[src/rtl/mem_pkg.sv]
// Shared definitions for the MEM stage: access size codes, FSM state codes
// and the store-side byte-enable / write-data helpers.
package mem_pkg;

  // Access size encodings (2'b11 is treated as a word everywhere)
  localparam logic [1:0] MEM_BYTE = 2'b00;
  localparam logic [1:0] MEM_HALF = 2'b01;
  localparam logic [1:0] MEM_WORD = 2'b10;

  // Data-memory access FSM states
  localparam logic [1:0] ST_IDLE = 2'd0;
  localparam logic [1:0] ST_REQ  = 2'd1;
  localparam logic [1:0] ST_WAIT = 2'd2;
  localparam logic [1:0] ST_DONE = 2'd3;

  // Byte enables for an access of the given size at the given byte offset
  function automatic logic [3:0] gen_be(input logic [1:0] size, input logic [1:0] offset);
    case (size)
      MEM_BYTE: gen_be = 4'b0001 << offset;
      MEM_HALF: gen_be = 4'b0011 << offset;
      default:  gen_be = 4'b1111;
    endcase
  endfunction

  // Store data replicated so every byte lane carries the right value
  function automatic logic [31:0] gen_wdata(input logic [1:0] size, input logic [31:0] sd);
    case (size)
      MEM_BYTE: gen_wdata = {4{sd[7:0]}};
      MEM_HALF: gen_wdata = {2{sd[15:0]}};
      default:  gen_wdata = sd;
    endcase
  endfunction

  // Natural alignment check: bytes always, halves on even, words on 4-byte
  function automatic logic is_aligned(input logic [1:0] size, input logic [1:0] offset);
    case (size)
      MEM_BYTE: is_aligned = 1'b1;
      MEM_HALF: is_aligned = ~offset[0];
      default:  is_aligned = (offset == 2'b00);
    endcase
  endfunction

endpackage

[src/rtl/load_align_ext.sv]
// Load data alignment: shifts the addressed bytes of a memory word down to
// bit 0 and sign- or zero-extends them according to the access size.
module load_align_ext
  import mem_pkg::*;
(
  input  logic [31:0] word_i,
  input  logic [1:0]  offset_i,
  input  logic [1:0]  size_i,
  input  logic        unsigned_i,
  output logic [31:0] data_o
);

  logic [31:0] shifted;

  assign shifted = word_i >> {offset_i, 3'b000};

  // Extend the low byte/half of the shifted word
  always_comb begin
    data_o = shifted;
    case (size_i)
      MEM_BYTE: data_o = {{24{~unsigned_i & shifted[7]}}, shifted[7:0]};
      MEM_HALF: data_o = {{16{~unsigned_i & shifted[15]}}, shifted[15:0]};
      default:  data_o = shifted;
    endcase
  end

endmodule

[src/rtl/mem_access_stage.sv]
// MEM pipeline stage: issues loads/stores over a req/gnt/rvalid data-memory
// handshake, stalls the pipeline while an access is outstanding and hands
// extended load data to the MEM/WB register.
// Optional: define DMEM_TIMEOUT_EN to abort accesses stuck in REQ/WAIT for
// TIMEOUT_CYCLES cycles and report the abort on bus_err_o.
module mem_access_stage
  import mem_pkg::*;
#(
  parameter int unsigned TIMEOUT_CYCLES = 255
) (
  input  logic        clk_i,
  input  logic        rst_i,
  input  logic        valid_i,
  input  logic        mem_rd_i,
  input  logic        mem_wr_i,
  input  logic [1:0]  mem_size_i,
  input  logic        mem_unsigned_i,
  input  logic [31:0] alu_result_i,
  input  logic [31:0] store_data_i,
  input  logic [4:0]  rd_waddr_i,
  input  logic        rd_wena_i,
  input  logic        rd_sel_i,
  output logic [4:0]  rd_waddr_o,
  output logic        rd_wena_o,
  output logic        rd_sel_o,
  output logic [31:0] alu_result_o,
  output logic [31:0] dmem_data_o,
  output logic        stall_o,
  output logic        misaligned_o,
  output logic        bus_err_o,
  output logic        dmem_req_o,
  output logic        dmem_we_o,
  output logic [31:0] dmem_addr_o,
  output logic [3:0]  dmem_be_o,
  output logic [31:0] dmem_wdata_o,
  input  logic        dmem_gnt_i,
  input  logic        dmem_rvalid_i,
  input  logic [31:0] dmem_rdata_i
);

  logic [1:0]  state_q, state_d;
  logic [31:0] hold_q, hold_d;
  logic [1:0]  off_q, size_q;
  logic        uns_q, we_q;
  logic [31:0] addr_q, wdata_q;
  logic [3:0]  be_q;
  logic        mem_op, aligned, start, is_idle, complete, abort;
  logic [31:0] ext_data;

  assign mem_op  = valid_i & (mem_rd_i | mem_wr_i);
  assign aligned = is_aligned(mem_size_i, alu_result_i[1:0]);
  assign is_idle = (state_q == ST_IDLE);
  assign start   = mem_op & aligned & is_idle;

  // Accesses that finish normally this cycle; these win over a timeout
  assign complete = ((state_q == ST_REQ) & dmem_gnt_i & we_q) |
                    ((state_q == ST_WAIT) & dmem_rvalid_i);

`ifdef DMEM_TIMEOUT_EN
  localparam int unsigned CntW = $clog2(TIMEOUT_CYCLES + 1);

  logic [CntW-1:0] cnt_q;
  logic            abort_q;
  logic            busy;

  assign busy  = (state_q == ST_REQ) | (state_q == ST_WAIT);
  assign abort = busy & (cnt_q == CntW'(TIMEOUT_CYCLES - 1)) & ~complete;

  // Cycle counter: clears outside REQ/WAIT, counts while an access is pending
  always_ff @(posedge clk_i or posedge rst_i) begin
    if (rst_i) begin
      cnt_q <= '0;
    end else if (busy) begin
      cnt_q <= cnt_q + 1'b1;
    end else begin
      cnt_q <= '0;
    end
  end

  // Remember that the DONE we are heading into is an abort
  always_ff @(posedge clk_i or posedge rst_i) begin
    if (rst_i) begin
      abort_q <= 1'b0;
    end else if (abort) begin
      abort_q <= 1'b1;
    end else if (state_q == ST_DONE) begin
      abort_q <= 1'b0;
    end
  end

  assign bus_err_o = ~rst_i & (state_q == ST_DONE) & abort_q;
`else
  logic unused_timeout;

  assign unused_timeout = ^TIMEOUT_CYCLES;
  assign abort          = 1'b0;
  assign bus_err_o      = 1'b0;
`endif

  // Next-state and hold-register logic for the access FSM
  always_comb begin
    state_d = state_q;
    hold_d  = hold_q;
    case (state_q)
      ST_IDLE: begin
        if (start) begin
          hold_d = '0;
          if (dmem_gnt_i) state_d = mem_wr_i ? ST_DONE : ST_WAIT;
          else            state_d = ST_REQ;
        end
      end
      ST_REQ:  if (dmem_gnt_i) state_d = we_q ? ST_DONE : ST_WAIT;
      ST_WAIT: begin
        if (dmem_rvalid_i) begin
          hold_d  = dmem_rdata_i;
          state_d = ST_DONE;
        end
      end
      default: state_d = ST_IDLE;
    endcase
    if (abort) begin
      state_d = ST_DONE;
      hold_d  = '0;
    end
  end

  // FSM state and load hold register
  always_ff @(posedge clk_i or posedge rst_i) begin
    if (rst_i) begin
      state_q <= ST_IDLE;
      hold_q  <= '0;
    end else begin
      state_q <= state_d;
      hold_q  <= hold_d;
    end
  end

  // Snapshot of the request so the bus stays stable while waiting for gnt
  always_ff @(posedge clk_i or posedge rst_i) begin
    if (rst_i) begin
      off_q   <= '0;
      size_q  <= '0;
      uns_q   <= 1'b0;
      we_q    <= 1'b0;
      addr_q  <= '0;
      be_q    <= '0;
      wdata_q <= '0;
    end else if (start) begin
      off_q   <= alu_result_i[1:0];
      size_q  <= mem_size_i;
      uns_q   <= mem_unsigned_i;
      we_q    <= mem_wr_i;
      addr_q  <= {alu_result_i[31:2], 2'b00};
      be_q    <= gen_be(mem_size_i, alu_result_i[1:0]);
      wdata_q <= gen_wdata(mem_size_i, store_data_i);
    end
  end

  load_align_ext u_load_align_ext (
    .word_i     (hold_q),
    .offset_i   (off_q),
    .size_i     (size_q),
    .unsigned_i (uns_q),
    .data_o     (ext_data)
  );

  assign dmem_req_o   = ~rst_i & (start | (state_q == ST_REQ));
  assign dmem_we_o    = is_idle ? mem_wr_i : we_q;
  assign dmem_addr_o  = is_idle ? {alu_result_i[31:2], 2'b00} : addr_q;
  assign dmem_be_o    = is_idle ? gen_be(mem_size_i, alu_result_i[1:0]) : be_q;
  assign dmem_wdata_o = is_idle ? gen_wdata(mem_size_i, store_data_i) : wdata_q;

  assign stall_o      = ~rst_i & (start | (state_q == ST_REQ) | (state_q == ST_WAIT));
  assign misaligned_o = ~rst_i & mem_op & ~aligned;
  assign dmem_data_o  = (state_q == ST_DONE) ? ext_data : '0;

  assign rd_waddr_o   = rd_waddr_i;
  assign rd_sel_o     = rd_sel_i;
  assign alu_result_o = alu_result_i;
  assign rd_wena_o    = rd_wena_i & valid_i & ~misaligned_o & ~bus_err_o;

endmodule

[config.mk]
export PLATFORM = sky130hd
export DESIGN_NAME = mem_access_stage
export DESIGN_NICKNAME = d
export VERILOG_FILES = /design/src/rtl/mem_pkg.sv /design/src/rtl/load_align_ext.sv /design/src/rtl/mem_access_stage.sv
export SDC_FILE = /design/constraint.sdc
export NUM_CORES = 1
export LEC_CHECK = 0
export ABC_AREA = 1
export BUFFER_PORTS_ARGS = -buffer_cell sky130_fd_sc_hd__buf_2
export CORE_MARGIN = 2
export CORE_UTILIZATION = 25
export DETAILED_ROUTE_END_ITERATION = 12
export GPL_ROUTABILITY_DRIVEN = 0
export PLACE_DENSITY_LB_ADDON = 0.12
export SYNTH_ARGS = -nofsm -noshare
export SYNTH_HDL_FRONTEND = slang
export SYNTH_HIERARCHICAL = 1
export SYNTH_SLANG_ARGS = --single-unit
[constraint.sdc]
create_clock -name clk_i -period 2.8 [get_ports clk_i]
set_clock_uncertainty 0.2 [all_clocks]
set_input_delay 0 -clock clk_i [delete_from_list [all_inputs] [get_ports clk_i]]
set_output_delay 0 -clock clk_i [all_outputs]
set_load 0.01 [all_outputs]
== Word level (Yosys, flattened, before mapping) ==
Cells that the tools add are included.
Storage, ports and cells
  register bits: 106
  input port bits: 113
  output and inout port bits: 144
  logic and storage cells: 65
Operators by class
  eq/ne operators: 8
  shift operators: 3
  mux-type cells: 19
  bitwise gates (word level): 19
  reductions and logical operators: 7
Operators with widths (count)
  32-bit one-hot mux with 2 select lines: 3
  32-bit 2-to-1 mux: 5
  32-bit by 5-bit >> shifter with 32-bit output: 1
  1-bit AND: 11
  2-bit logical NOT: 4
  2-bit 2-to-1 mux: 4
  4-bit one-hot mux with 2 select lines: 1
  2-bit by 1-bit == test with 1-bit output (second input constant): 3
  2-bit inequality test (second input constant): 3
  2-bit one-hot mux with 3 select lines: 1
  3-bit AND reduction: 2
  1-bit inverter: 5
  2-bit == test (second input constant): 2
  4-bit 2-to-1 mux: 1
  1-bit by 2-bit << shifter with 4-bit output (first input constant): 1
  2-bit by 2-bit << shifter with 4-bit output (first input constant): 1
  1-bit 2-to-1 mux: 3
  1-bit OR: 3
  1-bit one-hot mux with 2 select lines: 1
  2-bit nonzero test: 1

== Depth between registers and ports, before layout ==
Gate-level depths: netlist of the first run.
  depth in word-level cells: 7
  gate-level depth with buffers: 10
  gate-level depth less buffers: 8

== By module ==
The synthesis of the first run kept the hierarchy.
Modules (own cells, without submodules)
  mem_access_stage: times used 1, cells each 818, area an instance 5957.0 um2
  load_align_ext: times used 1, cells each 174, area an instance 903.4 um2

== Worst setup path before layout of the first run ==
OpenSTA, ideal clock, no wires.
  kind: input-to-output
  start point: input rst_i
  end point: output rd_wena_o
  arrival time: 2.779 ns
  required time: 2.600 ns
  setup slack: -0.179 ns
  stages on the path: 4
  path buffers: 0
  cell sequence: inv_1 nand2_1 a21oi_1 nor2_1
On the way
  cells in the longest elaborated chain, start to end: 5
RTL lines
  start: declaration: line mem_access_stage.sv:12  | input logic rst_i,
  1-bit inverter: line mem_access_stage.sv:174  | assign misaligned_o = ~rst_i & mem_op & ~aligned;
  1-bit AND (2 in series): line mem_access_stage.sv:174
  net misaligned_o: line mem_access_stage.sv:29  | output logic misaligned_o,
  1-bit inverter: line mem_access_stage.sv:180  | assign rd_wena_o = rd_wena_i & valid_i & ~misaligned_o & ~bus_err_o;
  1-bit AND: line mem_access_stage.sv:180
  end: declaration: line mem_access_stage.sv:24  | output logic rd_wena_o,
The timed path passes the listed nets, and every way through them passes these cells.

== Worst setup path after layout of the first run ==
  start point: register state_q[0]
  end point: output dmem_be_o[2]
On the way
  cells in the longest elaborated chain, start to end: 2
RTL lines
  start: declaration: line mem_access_stage.sv:41  | logic [1:0] state_q, state_d;
  start signal: assignment: line mem_access_stage.sv:133  | state_q <= state_d;
  2-bit logical NOT: line mem_access_stage.sv:52  | assign is_idle = (state_q == ST_IDLE);
  4-bit 2-to-1 mux: line mem_access_stage.sv:170  | assign dmem_be_o = is_idle ? gen_be(mem_size_i, alu_result_i[1:0]) : be_q;
  end: declaration: line mem_access_stage.sv:34  | output logic [3:0] dmem_be_o,
Every way passes these cells.

==> results of run 1 <==
-- cell usage after synthesis, drive strengths merged (2+ instances only) --
cell    count
nand2     331
inv       113
o21ai     109
dfrtp     106
buf        84
a21oi      69
nor2       69
nand3      42
nand4      35
clkbuf     21
ha          5
a22oi       2
-- metrics by stage --
step / utilization, % / area (sq um)
2_1_floorplan: - / 6870
3_3_place_gp: 29.4 / 7930
3_5_place_dp: 29.4 / 7930
4_1_cts: 34.6 / 9320
5_1_grt: 34.6 / 9320
6_report: 34.6 / 9320
-- state kept, by name, summed over array words and instances (netlist names) --
register and flops:
addr_q 30, be_q 4, hold_q 32, off_q 2, size_q 2, state_q 2
uns_q 1, wdata_q 32, we_q 1
-- worst max-delay path by stage --
stage / start / end
global placement: state_q[0]$_DFFE_PP0P_ / hold_q[19]$_DFFE_PP0P_
finish: state_q[0]$_DFFE_PP0P_ / dmem_be_o[2]
CTS: state_q[0]$_DFFE_PP0P_ / dmem_be_o[2]
floorplan: rst_i / rd_wena_o
detailed placement: state_q[0]$_DFFE_PP0P_ / hold_q[19]$_DFFE_PP0P_
global route: state_q[0]$_DFFE_PP0P_ / dmem_be_o[2]
-- area by class of cell --
type | count | area, sq um
fill | 2941 | 17600
sequential | 106 | 2650
clock inverter | 7 | 61.3
inverter | 114 | 432
multi-input combinational | 669 | 3090
timing repair buffer | 365 | 2440
tap | 341 | 427
clock buffer | 9 | 225
-- power breakdown --
part,total [mW],switching (mW),internal (mW)
sequential,2.44,0.312,2.13
clock,1.27,0.643,0.623
combinational,4.87,3.12,1.75
total,8.58,4.07,4.51
-- per-layer routing --
metal | GRT usage (%) | wire [um] | vias up
li1 | - | - | 3621
met1 | 21.6 | 10800 | 3210
met2 | 25.9 | 10600 | 204
met3 | 3.13 | 1260 | 25
met4 | 5.09 | 469 | 2
met5 | 0 | 11 | -
-- cells in the final DEF, fill, tap and decap left out, types with 2 or more instances in the layout --
cell,netlist,final
nand2_1,328,328
buf_2,20,241
dlygate4sd3_1,0,111
inv_1,111,110
dfrtp_1,106,106
o21ai_0,80,80
a21oi_1,69,69
nor2_1,63,63
nand4_1,35,35
o21ai_1,28,28
nand3_1,25,25
nand3_2,15,15
buf_4,51,11
clkbuf_16,0,9
nor2_2,4,4
ha_1,5,4
conb_1,1,3
nor2_4,2,2
clkinvlp_4,0,2
nand2_4,2,2
nand3_4,2,2
inv_8,0,2
clkinv_4,0,2
buf_12,0,2
inv_2,2,2
a22oi_1,2,2
-- worst register-to-register path: stages, from the launching register on --
cell	delay [ns]
dfrtp_1	0.43
inv_1	0.10
ha_2	0.24
buf_4	0.24
nand2_1	0.12
nand2_1	0.08
nor2_1	0.04
nor2_1	0.08
nand4_1	0.08
dlygate4sd3_1	0.58
nand2_1	0.07
-- kinds of logic (layout without fill, tap and decap cells) --
| logic type | after synthesis | in the layout | share of synthesized area (%) |
|---|---|---|---|
| flip-flops | 106 | 106 | 38.7 |
| AO/OA/AOI/OAI | 182 | 182 | 13.5 |
| AND/OR/NAND/NOR | 479 | 479 | 30.4 |
| adder cells (fa/ha/maj) | 5 | 5 | 0.912 |
| other | 1 | 3 | 0.0547 |
| buffers and inverters | 219 | 495 | 16.5 |
==> metrics, run 1 <==
status complete, no violations; post-route setup TNS 0 ns; initial antenna violation count 1; CTS Buf Count 9; Leak Pwr 5.27 nW; worst-path fanout max 72; max_cap viols 0; Max H-tree Level 3; hold crit path type input pin to primary output; DRC violations left 0; Routed Wire Length 23100 um; Slew Limit Headroom 41.6%; via count 7062; FF-to-FF setup slack 0.49 ns; post-synth top area cell dfrtp_1; Hold Slack 0.107 ns; RSZ-0062 raised after global routing no; worst r2r dst state_q[0]$_DFFE_PP0P_; WHS Endpoint rd_wena_o; Root Buffer clkbuf_16; number of I/O pins 257; clock sink count 106; Unique masters post-synth 31; final setup margin 0.372 ns; most used flip-flop cell after synthesis dfrtp_1; FP Rows 60; Global Route Usage Sum 16.0%; die area 28800 sq um; WP depth 5; Starting Density 25.5%; hpwl dp 16200 um; Seq cells post-synth 106; final hold violation count 0; antenna viol nets, final 0; Max VDD drop 0.322 mV; Critical Path RT 2.60 ns; first-pass GRT wire length 36300 um; kind of critical path flip-flop to primary output; Tightest Pin Transition 0.876 ns; # resized after CTS 0; cell depth of the worst hold path 4; ANT cells 0; sequential area share after synthesis 38.7%; CP max-delay cell buf_4; Peak Freq 0.412 GHz; Setup Fix Bufs, Post-CTS 0; pwr dens 920 nW/um^2; final-report max-slew violation count 0; total power 8.58 mW; final-stage net count 1383; HP Start rd_wena_i; starting DRC count in detailed routing 376; Worst setup EP type primary output; share of cells above drive strength 1 23.8%; Clock Pin Slew Worst Setup and Hold Paths 0.07 ns; # setup viols final 0; CP bufs+invs 3; CP startpoint kind flip-flop; WL per Instance 14.3 um; asr flop ratio synth 100%; period utilization 86.7%; # hold bufs at CTS 111; Synth Warn # 6; CP max stage delay 0.53 ns; Worst-Skew Late Latency 0.35 ns; Die Ht 170 um; Die Width 170 um; Layout area overhead 35.9%; Top delay family on crit path buffers and inverters; Critical Path AT 2.23 ns; Finished Layout Cells 1611; Avg Cell Area, Syn 6.92 sq um; CTS tree built; vias in the first global route 6817; drt pass-1 iters 5; DP Worst Slack 0.602 ns; IO buf count 241; grt ovf 0; Cells after DPL 1484; Tmin final 2.43 ns; cells taking the most area after synthesis dfrtp_1 (39%), nand2_1 (18%), inv_1 (6.1%), o21ai_0 (5.8%), buf_4 (5.6%); Syn Inst Count 992; DR vias/cell 4.38; Post-synth EDFFs 0; crit path cell chain inv_1 -> ha_2 -> buf_4 -> o21ai_0 -> buf_2; Worst R2R Start state_q[0]$_DFFE_PP0P_; largest net degree at the start of global routing 107; Longest Clk Path Bufs 2; Reg2Reg Depth 10; Post-Synthesis Cell Area 6860 sq um; top-area cell type share of the netlist area 38.7%; core footprint 27000 sq um
Note: power is estimated with default switching activity, not from simulation.
==> inputs of run 2 (changes only) <==
Settings changed: MAX_ROUTING_LAYER from default to met4.
==> run 2 against run 1 <==
Net effect:
- critical path depth did not move
- global-route usage rose by 0.45 points
- register-to-register slack barely moved
- non-clock buffer count did not move
- final cell count barely moved
- via count fell by 0.23%
- wire length fell by 0.11%
- die area did not move
- combinational power barely moved
- power barely moved
- core utilization barely moved
- design area barely moved
- critical endpoint unchanged
- largest power group unchanged
==> metrics, run 2 (synthesized netlist as in run 1, its figures left out) <==
total power 8.58 mW (about the same); final setup margin 0.378 ns (+0.00543 ns); Leak Pwr 5.27 nW (about the same); Critical Path RT 2.60 ns (about the same); Hold Slack 0.108 ns (+0.000927 ns); Die Width 170 um (unchanged); CP max stage delay 0.53 ns (about the same); max_cap viols 0 (unchanged); CTS Buf Count 9 (unchanged); Finished Layout Cells 1612 (+0.062%); drt pass-1 iters 5 (unchanged); status complete, no violations; Worst-Skew Late Latency 0.35 ns (about the same); antenna viol nets, final 0 (unchanged); pwr dens 920 nW/um^2 (about the same); Die Ht 170 um (unchanged); post-route setup TNS 0 ns (unchanged); Internal Power 4.51 mW (about the same); Layout area overhead 35.9% (about the same); final hold violation count 0 (unchanged); starting DRC count in detailed routing 386 (+2.7%); switch share 47.5% (about the same); Largest regs hold_q x32, wdata_q x32, addr_q x30; Gate power share 56.8% (about the same); vias in the first global route 6841 (+0.35%); hpwl dp 16200 um (unchanged); Worst setup EP type primary output; CTS tree built; share of cells above drive strength 1 23.8% (unchanged); Tmin final 2.42 ns (-0.00543 ns); # setup viols final 0 (unchanged); Slew Limit Headroom 41.4% (-0.16 points); largest net degree at the start of global routing 107 (unchanged); grt ovf 0 (unchanged); first-pass GRT wire length 36300 um (-0.17%); Global Route Usage Sum 16.5% (+0.45 points); Psw 4.07 mW (about the same); CP bufs+invs 3 (unchanged); crit path cell chain inv_1 -> ha_2 -> buf_4 -> o21ai_0 -> buf_2; initial antenna violation count 1 (unchanged); DP Worst Slack 0.602 ns (unchanged); Cells after DPL 1484 (unchanged); CP startpoint kind flip-flop; most frequent cells in the layout nand2_1 (328), buf_2 (241), dlygate4sd3_1 (111); number of I/O pins 257 (unchanged); IO buf count 241 (unchanged); hold crit path type input pin to primary output; Starting Density 25.5% (unchanged); Peak Freq 0.413 GHz (+0.22%); RSZ-0062 raised after global routing no; Tightest Pin Transition 0.878 ns (+0.00234 ns); Routed Wire Length 23100 um (-0.11%); final-report max-slew violation count 0 (unchanged); Max VDD drop 0.322 mV (about the same); Max H-tree Level 3 (unchanged); Root Buffer clkbuf_16; Critical Path AT 2.22 ns (about the same); worst-path fanout max 72 (unchanged); via count 7046 (-0.23%); clock power share 14.7% (about the same); kind of critical path flip-flop to primary output; Clock Pin Slew Worst Setup and Hold Paths 0.07 ns (about the same); die area 28800 sq um (unchanged); WL per Instance 14.3 um (-0.17%); most common cell after layout, fill and taps aside nand2_1; DRC violations left 0 (unchanged); FP Rows 60 (unchanged); final-stage net count 1383 (unchanged); DR vias/cell 4.37 (-0.29%); Top delay family on crit path buffers and inverters; share of power burned in registers 28.5% (about the same); Longest Clk Path Bufs 2 (unchanged); period utilization 86.5% (-0.19 points); CP max-delay cell buf_4; clock sink count 106 (unchanged); core footprint 27000 sq um (unchanged)
## run 2: cell count changes in the layout (fill, tap and decap cells not counted), sizes merged
cell,change
diode,+1
## run 2: final timing paths
check | from | end | slack (ns) | cells past startpoint
max | state_q[0]$_DFFE_PP0P_ | dmem_be_o[2] | 0.38 | 5
max in group asynchronous | rst_i | addr_q[2]$_DFFE_PP0P_ | 1.71 | 4
min reg2reg | hold_q[5]$_DFFE_PP0P_ | hold_q[5]$_DFFE_PP0P_ | 0.28 | 2
min in group asynchronous | rst_i | addr_q[6]$_DFFE_PP0P_ | 0.23 | 4
min | rd_wena_i | rd_wena_o | 0.11 | 4
max reg2reg | state_q[0]$_DFFE_PP0P_ | state_q[0]$_DFFE_PP0P_ | 0.50 | 10
## run 2: timing repair
item | CTS | global route
hold buffers | 111 | 0
buffers inserted | 0 | 0
gates resized for setup | 0 | 0
endpoints found under the hold margin | 217 | 0
## run 2: layout make-up
class | count | area (sq um)
Clock inverter | 7 | 61.3
Inverter | 114 | 432
Clock buffer | 9 | 225
Multi-Input combinational cell | 669 | 3090
Timing Repair Buffer | 365 | 2440
Sequential cell | 106 | 2650
Antenna cell | 1 | 2.50
Fill cell | 2940 | 17600
Tap cell | 341 | 427
## run 2: layer usage
layer	global-route usage (%)	wire (um)
met3	2.87	1230
met4	5.09	464
met1	21.7	10900
met2	25.9	10500
met5	-	0
## run 2: stage by stage
stage               util (%)  cell area, sq um
global route            34.6              9330
detailed placement      29.4              7930
global placement        29.4              7930
floorplan                  -              6870
CTS                     34.6              9320
finish                  34.6              9330
## run 2: worst register-to-register path, stage by stage, from the launching register on
cell and delay [ns]:
dfrtp_1 0.42, inv_1 0.10, ha_2 0.24, buf_4 0.24, nand2_1 0.11, nand2_1 0.08, nor2_1 0.04, nor2_1 0.08
nand4_1 0.08, dlygate4sd3_1 0.58, nand2_1 0.07
## run 2: power groups by stage
stage / combinational (mW) / sequential (mW) / clock [mW]
finish: 4.87 / 2.45 / 1.26
floorplan: 3.34 / 2.38 / 0
detailed placement: 4.80 / 2.47 / 0
CTS: 4.96 / 2.45 / 1.33
global route: 5.55 / 2.52 / 1.38
global placement: 4.79 / 2.47 / 0
==> inputs of run 3 (changes only) <==
--- a/config.mk
+++ b/config.mk
@@ -14,3 +14,3 @@
 export MAX_ROUTING_LAYER = met4
-export PLACE_DENSITY_LB_ADDON = 0.12
+export PLACE_DENSITY_LB_ADDON = 0.1
 export SYNTH_ARGS = -nofsm -noshare
--- a/constraint.sdc
+++ b/constraint.sdc
@@ -4,2 +4,2 @@
 set_output_delay 0 -clock clk_i [all_outputs]
-set_load 0.01 [all_outputs]
+set_load 0.005 [all_outputs]
==> run 3 against run 2 <==
Net effect:
- non-clock buffer count unchanged
- sequential share of layout area about the same
- core utilization about the same
- largest cell class unchanged
- via count down 0.20%
- power down 3.2%
- global-route usage up 0.24 points
==> metrics, run 3 (synthesized netlist as in run 1, its figures left out) <==
drt pass-1 iters 5 (unchanged); Cells after DPL 1484 (unchanged); Global Route Usage Sum 16.7% (+0.24 points); first-pass GRT wire length 36600 um (+1.0%); antenna viol nets, final 0 (unchanged); Leak Pwr 5.27 nW (about the same); Tmin final 2.45 ns (+0.0302 ns); Top delay family on crit path buffers and inverters; max_cap viols 0 (unchanged); share of cells above drive strength 1 23.6% (-0.16 points); crit path cell chain inv_1 -> ha_4 -> buf_12 -> nand2_1 -> nand2_1 -> nor2_1 -> nor2_1 -> nand4_1 -> dlygate4sd3_1 -> nand2_1; Routed Wire Length 23500 um (+1.9%); status complete, no violations; Root Buffer clkbuf_16; Die Ht 170 um (unchanged); total power 8.30 mW (-3.2%); hold crit path type input pin to primary output; vias in the first global route 6715 (-1.8%); post-route setup TNS 0 ns (unchanged); Finished Layout Cells 1611 (-0.062%); WP depth 10 (+5); hpwl dp 16400 um (+1.6%); kind of critical path flip-flop to flip-flop; clock sink count 106 (unchanged); CTS tree built; IO buf count 241 (unchanged); grt ovf 0 (unchanged); Worst setup EP type flip-flop; ANT cells 0 (-1); die area 28800 sq um (unchanged); CTS Buf Count 9 (unchanged); Starting Density 25.5% (unchanged); Worst-Skew Late Latency 0.34 ns (about the same); DRC violations left 0 (unchanged); Peak Freq 0.408 GHz (-1.2%); DR vias/cell 4.36 (-0.14%); CP bufs+invs 3 (unchanged); Max H-tree Level 3 (unchanged); largest net degree at the start of global routing 127 (+19%); CP max-delay cell dlygate4sd3_1; worst-path fanout max 41 (-43%); initial antenna violation count 0 (-1); final-stage net count 1383 (unchanged); Clock Pin Slew Worst Setup and Hold Paths 0.07 ns (about the same); number of I/O pins 257 (unchanged); worst r2r dst state_q[0]$_DFFE_PP0P_; FF-to-FF setup slack 0.35 ns (-0.15 ns); core footprint 27000 sq um (unchanged); CP endpoint state_q[0]$_DFFE_PP0P_; CP max stage delay 0.58 ns (+0.05 ns); cell depth of the worst hold path 4 (unchanged); Critical Path RT 2.89 ns (+0.29 ns); via count 7032 (-0.20%); most common cell after layout, fill and taps aside nand2_1; FP Rows 60 (unchanged); period utilization 87.6% (+1.1 points); final-report max-slew violation count 0 (unchanged); RSZ-0062 raised after global routing no; Max VDD drop 0.372 mV (+15%); # setup viols final 0 (unchanged); Critical path origin state_q[0]$_DFFE_PP0P_; cell mode on critical path nand2_1; WL per Instance 14.6 um (+2.0%); Layout area overhead 36.1%; Setup Fix Bufs, Post-CTS 0 (unchanged); Slew Limit Headroom 59.1% (+18 points); Worst R2R Start state_q[0]$_DFFE_PP0P_; CP startpoint kind flip-flop; Reg2Reg Depth 10 (unchanged); starting DRC count in detailed routing 448 (+16%); final hold violation count 0 (unchanged); Largest regs hold_q x32, wdata_q x32, addr_q x30; Die Width 170 um (unchanged); most frequent cells in the layout nand2_1 (328), buf_2 (241), dlygate4sd3_1 (111); Longest Clk Path Bufs 2 (unchanged); Tightest Pin Transition 0.613 ns (-0.265 ns); Critical Path AT 2.54 ns (+0.32 ns); pwr dens 889 nW/um^2 (-3.3%)
==> run 3: cell types whose count changed in the layout (fill, tap and decap cells not counted), sizes merged <==
cell    change
clkbuf      +2
diode       -1
clkinv      -2
==> run 3: worst register-to-register path, cell delays in order, from the launching register on <==
cell	delay [ns]
dfrtp_1	0.43
inv_1	0.14
ha_4	0.34
buf_12	0.24
nand2_1	0.10
nand2_1	0.07
nor2_1	0.04
nor2_1	0.09
nand4_1	0.09
dlygate4sd3_1	0.58
nand2_1	0.08
==> run 3: worst min path at each step <==
stage | startpoint | endpoint | slack, ns
2_1_floorplan | rst_i | dmem_req_o | -0.17
3_3_place_gp | rd_waddr_i[0] | rd_waddr_o[0] | -0.20
3_5_place_dp | rd_waddr_i[0] | rd_waddr_o[0] | -0.20
4_1_cts | rd_wena_i | rd_wena_o | 0.1
5_1_grt | rd_wena_i | rd_wena_o | 0.14
6_report | rd_wena_i | rd_wena_o | 0.1
==> run 3: where the power goes <==
| part | leakage (nW) | total (mW) | switching [mW] | internal, mW |
|---|---|---|---|---|
| clock network | 0.133 | 1.27 | 0.647 | 0.622 |
| logic | 3.86 | 4.59 | 2.83 | 1.76 |
| registers | 1.28 | 2.44 | 0.311 | 2.13 |
==> run 3: metrics by stage <==
step	utilization (%)	worst slack, ns	hold WS [ns]	instance area (sq um)
after CTS	34.6	0.155	0.0975	9330
after detailed placement	29.5	0.533	-0.200	7940
after global placement	29.5	0.578	-0.200	7940
final	34.6	0.348	0.0982	9340
after floorplan	-	0.684	-0.172	6870
after global routing	34.6	0.178	0.143	9340
==> run 3: layer usage <==
metal	global-route usage [%]	share of wire [%]	routed length, um	vias to the layer above
met5	-	0	0	-
met4	3.27	1.3	299	0
met3	3.22	5.0	1180	18
met2	27.1	47	11100	198
met1	21.9	47	11000	3193
li1	-	-	-	3623
==> run 3: area by class of cell <==
class | instances | area (sq um)
multi-input cells | 669 | 3100
inverters | 114 | 432
well taps | 341 | 427
flip-flops and latches | 106 | 2650
clock inverters | 5 | 45.0
fillers | 2962 | 17600
repair buffers | 365 | 2450
clock buffers | 11 | 233
==> run 3: timing repair <==
action                     CTS  global route
hold endpoints to repair   221             0
setup endpoints to repair    0             1
resized for setup            0             1
hold buffers               111             0
